### src/rtl/tpu_loader_pkg.sv
// Shared types and header field layout for the host memory loader.
package tpu_loader_pkg;

   typedef enum logic [1:0] {
      IDLE     = 2'd0,
      WRITE    = 2'd1,
      RD_ISSUE = 2'd2,
      RD_HOLD  = 2'd3
   } state_t;

   localparam logic OP_WRITE = 1'b0;
   localparam logic OP_READ  = 1'b1;

   localparam int HDR_LEN_LSB  = 16;
   localparam int HDR_LEN_MSB  = 23;
   localparam int HDR_ADDR_MSB = 15;
   localparam int LEN_W        = HDR_LEN_MSB - HDR_LEN_LSB + 1;

   // Base field bits at or above the address width must be zero for a legal header.
   function automatic logic base_out_of_range(input logic [HDR_ADDR_MSB:0] field,
                                              input int addr_w);
      return (field >> addr_w) != '0;
   endfunction

endpackage

### src/rtl/loader_addr_ctr.sv
// Word address / remaining-length counter pair; address wraps modulo 2^ADDR_W.
module loader_addr_ctr #(
   parameter int ADDR_W = 6,
   parameter int LEN_W  = 8
) (
   input  logic              clk,
   input  logic              reset,
   input  logic              load,
   input  logic              step,
   input  logic [ADDR_W-1:0] base,
   input  logic [LEN_W-1:0]  len_m1,
   output logic [ADDR_W-1:0] addr,
   output logic              last
);

   logic [LEN_W-1:0] remain;

   always_ff @(posedge clk) begin
      if (!reset) begin
         addr   <= '0;
         remain <= '0;
      end else if (load) begin
         addr   <= base;
         remain <= len_m1;
      end else if (step) begin
         addr   <= addr + ADDR_W'(1);
         remain <= remain - LEN_W'(1);
      end
   end

   assign last = (remain == '0);

endmodule

### src/rtl/host_mem_loader.sv
// Host stream to unified-memory loader: header-driven burst writes and reads.
// Optional LOADER_CHECKSUM_EN adds a csum output summing words written since the last header.
module host_mem_loader
   import tpu_loader_pkg::*;
#(
   parameter int DATA_W = 32,
   parameter int DEPTH  = 64,
   parameter int ADDR_W = $clog2(DEPTH)
) (
   input  logic              clk,
   input  logic              reset,
   input  logic              s_valid,
   output logic              s_ready,
   input  logic [DATA_W-1:0] s_data,
   output logic              m_valid,
   input  logic              m_ready,
   output logic [DATA_W-1:0] m_data,
   output logic              mem_we,
   output logic              mem_re,
   output logic [ADDR_W-1:0] mem_addr,
   output logic [DATA_W-1:0] mem_wdata,
   input  logic [DATA_W-1:0] mem_rdata,
   output logic              busy,
   output logic              done,
   output logic              err
`ifdef LOADER_CHECKSUM_EN
   ,
   output logic [DATA_W-1:0] csum
`endif
);

   state_t            state, state_nxt;
   logic              ctr_load, ctr_step, ctr_last;
   logic [ADDR_W-1:0] ctr_addr;
   logic              done_nxt, err_set, hdr_acc;
   logic              rd_pend;
   logic              hdr_op, hdr_bad;
   logic [LEN_W-1:0]  hdr_len_m1;

   assign hdr_op     = s_data[DATA_W-1];
   assign hdr_len_m1 = s_data[HDR_LEN_MSB:HDR_LEN_LSB];
   assign hdr_bad    = base_out_of_range(s_data[HDR_ADDR_MSB:0], ADDR_W);

   loader_addr_ctr #(
      .ADDR_W(ADDR_W),
      .LEN_W (LEN_W)
   ) u_ctr (
      .clk   (clk),
      .reset (reset),
      .load  (ctr_load),
      .step  (ctr_step),
      .base  (s_data[ADDR_W-1:0]),
      .len_m1(hdr_len_m1),
      .addr  (ctr_addr),
      .last  (ctr_last)
   );

   always_comb begin
      state_nxt = state;
      s_ready   = 1'b0;
      busy      = 1'b0;
      mem_we    = 1'b0;
      mem_re    = 1'b0;
      mem_addr  = ctr_addr;
      mem_wdata = s_data;
      ctr_load  = 1'b0;
      ctr_step  = 1'b0;
      done_nxt  = 1'b0;
      err_set   = 1'b0;
      hdr_acc   = 1'b0;
      // Every strobe is gated off while reset is held low.
      if (reset) begin
         busy = (state != IDLE);
         case (state)
            IDLE: begin
               s_ready = 1'b1;
               if (s_valid) begin
                  hdr_acc = 1'b1;
                  if (hdr_bad) begin
                     err_set = 1'b1;
                  end else begin
                     ctr_load  = 1'b1;
                     state_nxt = (hdr_op == OP_READ) ? RD_ISSUE : WRITE;
                  end
               end
            end
            WRITE: begin
               s_ready = 1'b1;
               if (s_valid) begin
                  mem_we   = 1'b1;
                  ctr_step = 1'b1;
                  if (ctr_last) begin
                     state_nxt = IDLE;
                     done_nxt  = 1'b1;
                  end
               end
            end
            RD_ISSUE: begin
               mem_re    = 1'b1;
               state_nxt = RD_HOLD;
            end
            RD_HOLD: begin
               if (m_valid && m_ready) begin
                  ctr_step = 1'b1;
                  if (ctr_last) begin
                     state_nxt = IDLE;
                     done_nxt  = 1'b1;
                  end else begin
                     state_nxt = RD_ISSUE;
                  end
               end
            end
            default: state_nxt = IDLE;
         endcase
      end
   end

   // Read data arrives the cycle after mem_re; it is captured then and held until taken.
   always_ff @(posedge clk) begin
      if (!reset) begin
         state   <= IDLE;
         m_valid <= 1'b0;
         m_data  <= '0;
         done    <= 1'b0;
         err     <= 1'b0;
         rd_pend <= 1'b0;
      end else begin
         state   <= state_nxt;
         done    <= done_nxt;
         rd_pend <= mem_re;
         if (err_set) begin
            err <= 1'b1;
         end
         if (rd_pend) begin
            m_data  <= mem_rdata;
            m_valid <= 1'b1;
         end else if (m_valid && m_ready) begin
            m_valid <= 1'b0;
         end
      end
   end

`ifdef LOADER_CHECKSUM_EN
   always_ff @(posedge clk) begin
      if (!reset) begin
         csum <= '0;
      end else if (hdr_acc) begin
         csum <= '0;
      end else if (mem_we) begin
         csum <= csum + mem_wdata;
      end
   end
`endif

endmodule

### config.mk
export PLATFORM = sky130hd
export DESIGN_NAME = host_mem_loader
export DESIGN_NICKNAME = d
export VERILOG_FILES = /design/src/rtl/tpu_loader_pkg.sv /design/src/rtl/loader_addr_ctr.sv /design/src/rtl/host_mem_loader.sv
export SDC_FILE = /design/constraint.sdc
export NUM_CORES = 1
export LEC_CHECK = 0
export ABC_AREA = 1
export BUFFER_PORTS_ARGS = -buffer_cell sky130_fd_sc_hd__buf_4
export CORE_ASPECT_RATIO = 0.8
export CORE_MARGIN = 4
export CORE_UTILIZATION = 45
export CTS_CLUSTER_SIZE = 24
export DETAILED_ROUTE_END_ITERATION = 12
export PLACE_DENSITY = 0.8
export SLEW_MARGIN = 0
export SYNTH_ARGS = -nofsm -noshare
export SYNTH_HDL_FRONTEND = slang
export SYNTH_SLANG_ARGS = --single-unit
### constraint.sdc
create_clock -name clk -period 1.7 [get_ports clk]
set_clock_uncertainty 0.05 [all_clocks]
set_input_delay 0.17 -clock clk [delete_from_list [all_inputs] [get_ports clk]]
set_output_delay 0.17 -clock clk [all_outputs]
set_load 0.005 [all_outputs]
==> impl_metrics.tcl, run 1 <==
set metrics [dict create \
    status "finished, final reports clean" \
    grt_overflow 0 \
    path_max_fanout 13 \
    synthTopCellsByArea "dfxtp_1 (38%), nor2_1 (15%), buf_4 (8.7%)" \
    worstPathArrival_ns 1.70 \
    hpwlAfterDp_mm 5.664 \
    drv_cap 0 \
    firstDrtPassIters 4 \
    path_class "flip-flop to flip-flop" \
    cts_buffer_depth 2 \
    startpoint_type "flip-flop" \
    slew_headroom_pct 78.91 \
    synth.most_common_cell "nor2_1" \
    setup_tns_ns 0 \
    start_util_pct 46.55 \
    grt_setup_unrepaired "no" \
    ir_drop_mv 0.5508 \
    tightestPinTransition_ns 0.3163 \
    yosys_warnings 0 \
    clkTransAtPathRegs_ns 0.10 \
    worstSetupStartpoint "state[0]" \
    port_buffers 130 \
    r2r-start "state[0]" \
    drt_iter0_markers 142 \
    cts_tree "done" \
    htreeDepth 2 \
    ys_ff_latch 52 \
    synth_cell_type_count 31 \
    cts_resized 0 \
    nets 559 \
    synth_area_sq_mm 0.002766 \
    cts-root-buf "clkbuf_8" \
    die-height_um 78.13 \
    area_growth_pct 32.29 \
    grtUsageTotal_pct 19.54 \
    finalWeightedCongestion 0.8808 \
    min_period_over_period_pct 90.50 \
    hp-class "input port to flip-flop" \
    synth-async-reset-ratio_pct 0 \
    netlist.top_cell.by_area "dfxtp_1" \
    vias_per_cell 4.754 \
    slew_violations 0 \
    layout-drive-gt1-share_pct 35.17 \
    rows 25 \
    power_density_mw_per_mm2 596.7 \
    holdBufCountCts 0 \
    cts_buffers 5 \
    yosys-top-cells-count "nor2_1 (107), dfxtp_1 (52), o21ai_0 (39)" \
    crit_required_ns 1.86 \
    p_leak_nw 1.935 \
    synth_flop_cell "dfxtp_1" \
    syn_avg_cell_area_sq_um 7.112 \
    io_pins 145 \
    grt_first_pass_wirelength_mm 12.03 \
    core_sq_mm 0.005943 \
    die-area_sq_mm 0.007474 \
    grt_pass1_vias 2651 \
    hold_start "mem_rdata[22]" \
    avgRoutedWirePerCell_um 12.67 \
    post_cts_buffers 0 \
    fin_crit_ns 1.539 \
    routed_wl_mm 7.221 \
    n_antenna_cell 0 \
    setup_viol_count_final 0 \
    grt_max_degree 33 \
    max_freq_mhz 650.0 \
    die_width_um 95.66 \
    syn_inst 389 \
    cp-end-kind "flip-flop" \
    ys_seq_area_share_pct 37.63 \
    syn-num-nets 460 \
    ff_latch_area_sq_mm 0.001042 \
    stdcell_count 570 \
    antenna_left 0 \
    antenna_found_initial 0 \
    hold_violations 0 \
    clock_latency_ns 0.30 \
    multiInputGateArea_sq_mm 0.001239 \
    placed_cells 562 \
    remaining_drc_errors 0 \
    vias 2710 \
    fillers 566 \
    synth_edf_count 0 \
    clock_sinks 52 \
    yosysTopAreaCellShare_pct 37.63 \
]
worst paths after layout:
check	to	slack, ns	cells past startpoint
max	u_ctr.remain[7]	0.16	9
min	m_data[22]	0.03	3
max reg2reg	u_ctr.remain[7]	0.16	9
min reg2reg	err	0.42	2
cell usage in the layout, fill, tap and decap left out, types with 5 or more instances in the layout:
cell and count:
buf_4 138, nor2_1 107, dfxtp_1 51, o21ai_0 39, nand2_1 37, inv_1 36
nand3_1 21, nand4_1 8, xor2_1 5, clkbuf_8 5
worst max-delay path: stages (launching register included):
cell and delay [ns]:
dfxtp_1 0.43, inv_2 0.11, nor2_4 0.15, nand2_4 0.07, nand2_4 0.11, inv_4 0.09
nand2_2 0.19, nand2_1 0.08, nor2_1 0.12, nor2_1 0.04
final cells by class:
class                           instances  share of cell area, %
Inverter                               39                  4.068
Tap cell                               81                  2.769
Sequential cell                        52                  28.48
Clock buffer                            5                  1.880
Clock inverter                          3                 0.6496
Timing Repair Buffer                  138                  28.31
Multi-Input combinational cell        252                  33.85
per-stage QoR:
| stage | power (mW) | utilization [%] | hold WS [ns] | worst slack, ns | area [sq um] |
|---|---|---|---|---|---|
| after floorplan | 1.370 | - | 0.2549 | 0.4185 | 2766 |
| after global placement | 1.490 | 60.00 | 0.2900 | 0.2112 | 3566 |
| after detailed placement | 1.494 | 60.00 | 0.2900 | 0.1224 | 3566 |
| after CTS | 2.207 | 61.56 | 0.02546 | 0.1491 | 3659 |
| after global routing | 2.283 | 61.58 | 0.01589 | 0.005779 | 3660 |
| final | 2.184 | 61.58 | 0.02926 | 0.1614 | 3660 |
state kept, by name, indices dropped and copies added, names as in the netlist:
| name | cells |
|---|---|
| u_ctr.remain | 8 |
| m_data | 32 |
| m_valid | 1 |
| u_ctr.addr | 6 |
| state | 2 |
| err | 1 |
| done | 1 |
| rd_pend | 1 |
routing by layer:
metal  vias up  global-route usage (%)  share of wire [%]
met1      1232                   24.41                 41
met5         -                       0                  0
met4         0                   3.977               0.46
li1       1389                       -                  -
met3         4                   4.310                6.5
met2        85                   34.28                 52
report_power, final:
group          switching, mW  total (mW)  internal (mW)
Clock                  0.428       0.720          0.293
Sequential           0.00146        1.22           1.22
Combinational         0.0951       0.242          0.147
Total                  0.524        2.18           1.66
logic make-up after synthesis:
| kind of cell | count (synthesis) | synth area share [%] |
|---|---|---|
| simple gates | 195 | 32.16 |
| buf+inv | 85 | 17.59 |
| flops | 52 | 37.63 |
| compound gates | 47 | 9.046 |
| xor+xnor | 7 | 2.216 |
| fa+ha+maj | 3 | 1.357 |
Power figures use the tool's default switching activity.
==> run 2: changes to the inputs <==
--- a/config.mk
+++ b/config.mk
@@ -7,12 +7,14 @@
 export LEC_CHECK = 0
 export ABC_AREA = 1
 export BUFFER_PORTS_ARGS = -buffer_cell sky130_fd_sc_hd__buf_4
+export CELL_PAD_IN_SITES_DETAIL_PLACEMENT = 1
+export CELL_PAD_IN_SITES_GLOBAL_PLACEMENT = 1
 export CORE_ASPECT_RATIO = 0.8
 export CORE_MARGIN = 4
-export CORE_UTILIZATION = 45
+export CORE_UTILIZATION = 30
 export CTS_CLUSTER_SIZE = 24
 export DETAILED_ROUTE_END_ITERATION = 12
-export PLACE_DENSITY = 0.8
+export PLACE_DENSITY = 0.76
 export SLEW_MARGIN = 0
 export SYNTH_ARGS = -nofsm -noshare
 export SYNTH_HDL_FRONTEND = slang
==> run 2 against run 1 <==
Hold slack improved by 0.026 ns; power increased by 25%; combinational power is 2% higher; sequential share of layout area decreased by 1.1 points; routed wire length increased by 17%; utilization down 20 points; largest cell class unchanged; fmax rose by 0.24%.
==> impl_metrics.tcl, run 2 (synthesized netlist as in run 1, its figures left out) <==
set metrics [dict create \
    nets 560 \
    antenna_left 0 \
    path_max_fanout 13 \
    crit_required_ns 1.84 \
    cts_buffer_depth 2 \
    clkTransAtPathRegs_ns 0.07 \
    startpoint_type "flip-flop" \
    final_cell_mix "buf_4 (139), nor2_1 (107), dfxtp_1 (51)" \
    grt_max_degree 33 \
    p_leak_nw 1.990 \
    fin_area_sq_mm 0.003802 \
    io_pins 145 \
    antenna_found_initial 0 \
    start_util_pct 30.61 \
    hp-class "input port to flip-flop" \
    die-area_sq_mm 0.01083 \
    fin_crit_ns 1.535 \
    postPlaceCellArea_sq_mm 0.003616 \
    drt_iter0_markers 71 \
    ff_latch_area_sq_mm 0.001042 \
    grtUsageTotal_pct 15.19 \
    setup_tns_ns 0 \
    htreeDepth 2 \
    core_sq_mm 0.009037 \
    fin_hold_ws_ns 0.05514 \
    port_buffers 130 \
    min_period_over_period_pct 90.29 \
    cts-root-buf "clkbuf_16" \
    status "finished, final reports clean" \
    ir_drop_mv 0.5713 \
    stdcell_count 604 \
    cts_tree "done" \
    die-height_um 93.89 \
    hpwlAfterDp_mm 6.777 \
    grt_overflow 0 \
    max_freq_mhz 651.5 \
    slew_violations 0 \
    vias_per_cell 4.550 \
    layout.cells.most_common "buf_4" \
    routed_wl_mm 8.451 \
    n_antenna_cell 0 \
    firstDrtPassIters 4 \
    largest_reg_flops 32 \
    switchingPower_mw 0.5344 \
    cp-end-kind "flip-flop" \
    fin_util_pct 42.07 \
    p_sw_share_pct 19.52 \
    reg.largest.list "m_data (32), u_ctr.remain (8), u_ctr.addr (6)" \
    layout-drive-gt1-share_pct 35.17 \
    placed_cells 597 \
    die_width_um 115.4 \
    cts_buffers 5 \
    grt_pass1_vias 2808 \
    clock_latency_ns 0.28 \
    rows 31 \
    pwr-share-clk_pct 46.4 \
    grt_setup_unrepaired "no" \
    finalWeightedCongestion 0.7933 \
    p_comb_share_pct 9.0 \
    drv_cap 0 \
    multiInputGateArea_sq_mm 0.001239 \
    path_class "flip-flop to flip-flop" \
    grt_first_pass_wirelength_mm 13.40 \
    power_density_mw_per_mm2 720.1 \
    power_frac_seq_pct 44.6 \
    tightestPinTransition_ns 0.2914 \
    remaining_drc_errors 0 \
    setup_viol_count_final 0 \
    p_int_mw 2.204 \
    avgRoutedWirePerCell_um 13.99 \
    area_growth_pct 37.45 \
    worstPathArrival_ns 1.67 \
    clock_sinks 52 \
    fillers 1132 \
    vias 2748 \
    hold_violations 0 \
    slew_headroom_pct 80.57 \
    largest_register "m_data" \
]
## run 2: changes by cell type in the layout (fill, tap and decap cells not counted)
cell | previous run | this run
buf_4 | 138 | 139
clkbuf_8 | 5 | 0
clkbuf_16 | 0 | 5
clkinv_4 | 1 | 0
bufinv_16 | 0 | 2
clkinvlp_4 | 2 | 0
## run 2: timing repair
| action | CTS | global route |
|---|---|---|
| endpoints found under the setup margin | 0 | 1 |
| hold buffers | 0 | 0 |
| gates resized for setup | 0 | 1 |
| setup buffers | 0 | 0 |
## run 2: metal layers
layer / global-route usage, % / routed length, um / part of all wire (%) / vias up
li1: - / - / - / 1383
met2: 27.36 / 4256 / 50 / 65
met4: 2.346 / 39 / 0.46 / 0
met5: 0 / 0 / 0 / -
met1: 18.86 / 3689 / 44 / 1298
met3: 3.284 / 466 / 5.5 / 2
## run 2: cell type report
type | instances | share of cell area (%)
multi-input combinational | 252 | 32.58
timing repair buffer | 139 | 27.44
sequential | 52 | 27.41
inverter | 39 | 3.916
tap | 115 | 3.784
clock buffer | 5 | 3.291
clock inverter | 2 | 1.579
## run 2: power groups by stage
| stage | sequential, mW | clock [mW] | combinational [mW] |
|---|---|---|---|
| 3_3_place_gp | 1.25 | 0 | 0.246 |
| 4_1_cts | 1.22 | 1.31 | 0.253 |
| 6_report | 1.22 | 1.27 | 0.247 |
| 2_1_floorplan | 1.25 | 0 | 0.120 |
| 5_1_grt | 1.22 | 1.35 | 0.271 |
| 3_5_place_dp | 1.25 | 0 | 0.252 |
## run 2: final timing paths
kind | start | endpoint | slack (ns) | cells after the start
worst min-delay path | mem_rdata[1] | m_data[1] | 0.06 | 3
worst min register to register | err | err | 0.42 | 2
worst max-delay path | state[0] | u_ctr.remain[7] | 0.17 | 9
worst max register to register | state[0] | u_ctr.remain[7] | 0.17 | 9
## run 2: stage by stage
stage                     setup WS [ns]  total power, mW
after CTS                        0.1423            2.780
after global placement           0.2369            1.496
after floorplan                  0.4185            1.370
after global routing           0.008500            2.845
after detailed placement         0.1540            1.502
final                            0.1651            2.738
## run 2: critical path, cell delays in order (launching register included)
cell     delay (ns)
dfxtp_1        0.43
inv_2          0.11
nor2_4         0.15
nand2_4        0.07
nand2_4        0.10
inv_4          0.09
nand2_2        0.21
nand2_1        0.08
nor2_1         0.11
nor2_1         0.04
==> run 3: changes to the inputs <==
--- a/config.mk
+++ b/config.mk
@@ -5,16 +5,15 @@
 export SDC_FILE = /design/constraint.sdc
 export NUM_CORES = 1
 export LEC_CHECK = 0
-export ABC_AREA = 1
 export BUFFER_PORTS_ARGS = -buffer_cell sky130_fd_sc_hd__buf_4
 export CELL_PAD_IN_SITES_DETAIL_PLACEMENT = 1
 export CELL_PAD_IN_SITES_GLOBAL_PLACEMENT = 1
 export CORE_ASPECT_RATIO = 0.8
 export CORE_MARGIN = 4
-export CORE_UTILIZATION = 30
+export CORE_UTILIZATION = 29
 export CTS_CLUSTER_SIZE = 24
 export DETAILED_ROUTE_END_ITERATION = 12
-export PLACE_DENSITY = 0.76
+export PLACE_DENSITY_LB_ADDON = 0.1
 export SLEW_MARGIN = 0
 export SYNTH_ARGS = -nofsm -noshare
 export SYNTH_HDL_FRONTEND = slang
==> constraint.sdc (replaced) <==
create_clock -name clk -period 1.3 [get_ports clk]
set_clock_uncertainty 0.05 [all_clocks]
set_input_delay 0.13 -clock clk [delete_from_list [all_inputs] [get_ports clk]]
set_output_delay 0.13 -clock clk [all_outputs]
set_load 0.005 [all_outputs]
==> run 3 against run 2 <==
The run now ends with negative setup slack left; register-to-register slack worse by 0.31 ns; sequential power up 30%; utilization up 5.5 points; critical path type unchanged; largest power group is now registers.
==> impl_metrics.tcl, run 3 <==
set metrics [dict create \
    status "finished with violations" \
    violations "negative setup slack" \
    finalWeightedCongestion 0.7180 \
    setup_viol_count_final 19 \
    port_buffers 130 \
    die-area_sq_mm 0.01065 \
    clock_latency_ns 0.29 \
    synthTopCellsByArea "dfxtp_1 (40%), mux2i_1 (12%), buf_4 (9.7%)" \
    worstPathCellList "nor3b_4 -> nand4_4 -> buf_12 -> nand2_8 -> nor2_2 -> nor3b_2" \
    ir_drop_mv 0.5098 \
    syn_inst 272 \
    clock_sinks 52 \
    rows 30 \
    p_leak_nw 1.722 \
    drv_cap 0 \
    die_width_um 114.4 \
    io_pins 145 \
    crit_slowest_cell "dfxtp_4" \
    netlist.top_cell.by_area "dfxtp_1" \
    hpwlAfterDp_mm 6.025 \
    path_max_fanout 8 \
    stdcell_count 518 \
    grtUsageTotal_pct 14.04 \
    cts_buffer_depth 2 \
    post-place-ws_ns -0.2474 \
    hp-class "input port to flip-flop" \
    grt_setup_unrepaired "yes" \
    fin_util_pct 47.54 \
    start_util_pct 30.42 \
    grt_first_pass_wirelength_mm 11.94 \
    fin_area_sq_mm 0.004104 \
    n_antenna_cell 0 \
    yosysTopAreaCellShare_pct 39.64 \
    yosys_warnings 0 \
    antenna_found_initial 0 \
    synth-async-reset-ratio_pct 0 \
    synth_cell_type_count 46 \
    startpoint_type "flip-flop" \
    fillers 998 \
    ys_seq_area_share_pct 39.64 \
    holdBufCountCts 0 \
    power_density_mw_per_mm2 789.4 \
    slew_headroom_pct 75.85 \
    hold_violations 0 \
    remaining_drc_errors 0 \
    fin_crit_ns 1.446 \
    p_total_mw 3.240 \
    vias_per_cell 4.550 \
    syn_avg_cell_area_sq_um 9.655 \
    grt_overflow 0 \
    crit_required_ns 1.46 \
    layout-drive-gt1-share_pct 53.69 \
    reg.largest.list "m_data (32), u_ctr.remain (8), u_ctr.addr (6)" \
    setup_tns_ns -2.090 \
    htreeDepth 2 \
    largest_reg_flops 32 \
    cts_tree "done" \
    cts-root-buf "clkbuf_16" \
    area_growth_pct 56.27 \
    yosys-top-cells-count "dfxtp_1 (52), nor2b_1 (36), buf_4 (34)" \
    slew_violations 0 \
    nets 477 \
    cpPeakStageDelay_ns 0.36 \
    vias 2357 \
    largest_register "m_data" \
    antenna_left 0 \
    synth.most_common_cell "dfxtp_1" \
    synth_edf_count 0 \
    synth_flop_cell "dfxtp_1" \
    max_freq_mhz 691.7 \
    min_period_over_period_pct 111.2 \
    tightestPinTransition_ns 0.3596 \
    drt_iter0_markers 37 \
    cp-end-kind "flip-flop" \
    fin_hold_ws_ns 0.04842 \
    die-height_um 93.12 \
    firstDrtPassIters 4 \
    postPlaceCellArea_sq_mm 0.003774 \
    grt_pass1_vias 2400 \
    ys_ff_latch 52 \
    path_class "flip-flop to flip-flop" \
    layout.cells.most_common "buf_4" \
    path_delay_family "simple AND/OR/NAND/NOR gates" \
    synth_area_sq_mm 0.002626 \
    grt_max_degree 30 \
    worstPathBufferInverterCount 1 \
    syn-num-nets 343 \
    worstPathArrival_ns 1.61 \
    core_sq_mm 0.008633 \
    finalWorstSetupSlack_ns -0.1456 \
    final_cell_mix "buf_4 (160), dfxtp_1 (47), nor2b_1 (35)" \
    avgRoutedWirePerCell_um 15.19 \
    cts_buffers 5 \
    placed_cells 506 \
    routed_wl_mm 7.867 \
    clkTransAtPathRegs_ns 0.07 \
]
==> run 3: changes by cell type after synthesis, sizes merged, moves of 4 or more <==
cell	delta
inv	-35
nor2	-98
buf	+4
nand3	-18
o21ai	-34
nor2b	+36
nand2	-31
a21oi	+7
mux2i	+32
o211ai	+5
==> run 3: path summary, 6_finish.rpt <==
check,startpoint,to,slack [ns],cells past startpoint
min,mem_rdata[0],m_data[0],0.05,3
min reg2reg,err,err,0.45,2
max reg2reg,state[0],u_ctr.remain[0],-0.15,6
max,state[0],u_ctr.remain[0],-0.15,6
==> run 3: what timing repair did <==
item / CTS / global route
resized for setup: 6 / 35
pin swaps: 1 / 5
cloned: 0 / 2
setup endpoints to repair: 20 / 21
buffers inserted: 1 / 2
==> run 3: area by class of cell <==
class / count / area, sq um / share of cell area, %
inverters: 4 / 20.02 / 0.4878
flip-flops and latches: 52 / 1052 / 25.64
clock inverters: 2 / 12.51 / 0.3049
clock buffers: 5 / 125.1 / 3.049
multi-input cells: 170 / 1366 / 33.29
well taps: 112 / 140.1 / 3.415
repair buffers: 173 / 1388 / 33.81
==> run 3: where the power goes <==
group | switching (mW) | total, mW | internal, mW
Sequential | 0.00147 | 1.59 | 1.59
Combinational | 0.123 | 0.351 | 0.228
Clock | 0.596 | 1.30 | 0.701
==> run 3: kinds of logic (layout without fill, tap and decap cells) <==
family                     after synthesis  count (layout)  share of synthesized area (%)
adders and majority gates                3               3                          1.429
muxes                                   32              32                          12.20
and+or+nand+nor                         94              95                          22.92
AOI/OAI and AO/OA                       36              36                          9.529
buffers and inverters                   51             184                          12.96
DFF                                     52              52                          39.64
xor gates and xnor gates                 4               4                          1.334
==> run 3: routing by layer <==
metal / global-route usage (%) / vias up / share of wire [%]
met5: 0 / - / 0
met3: 4.722 / 6 / 8.3
li1: - / 1169 / -
met1: 17.88 / 1099 / 46
met2: 22.29 / 83 / 45
met4: 4.550 / 0 / 0.92
==> run 3: worst reg2reg max path: cells and delay by family (launching register included) <==
family	cells	cell delay, ns
flip-flops	1	0.36
buffers and inverters	1	0.21
AND/OR/NAND/NOR	5	0.73
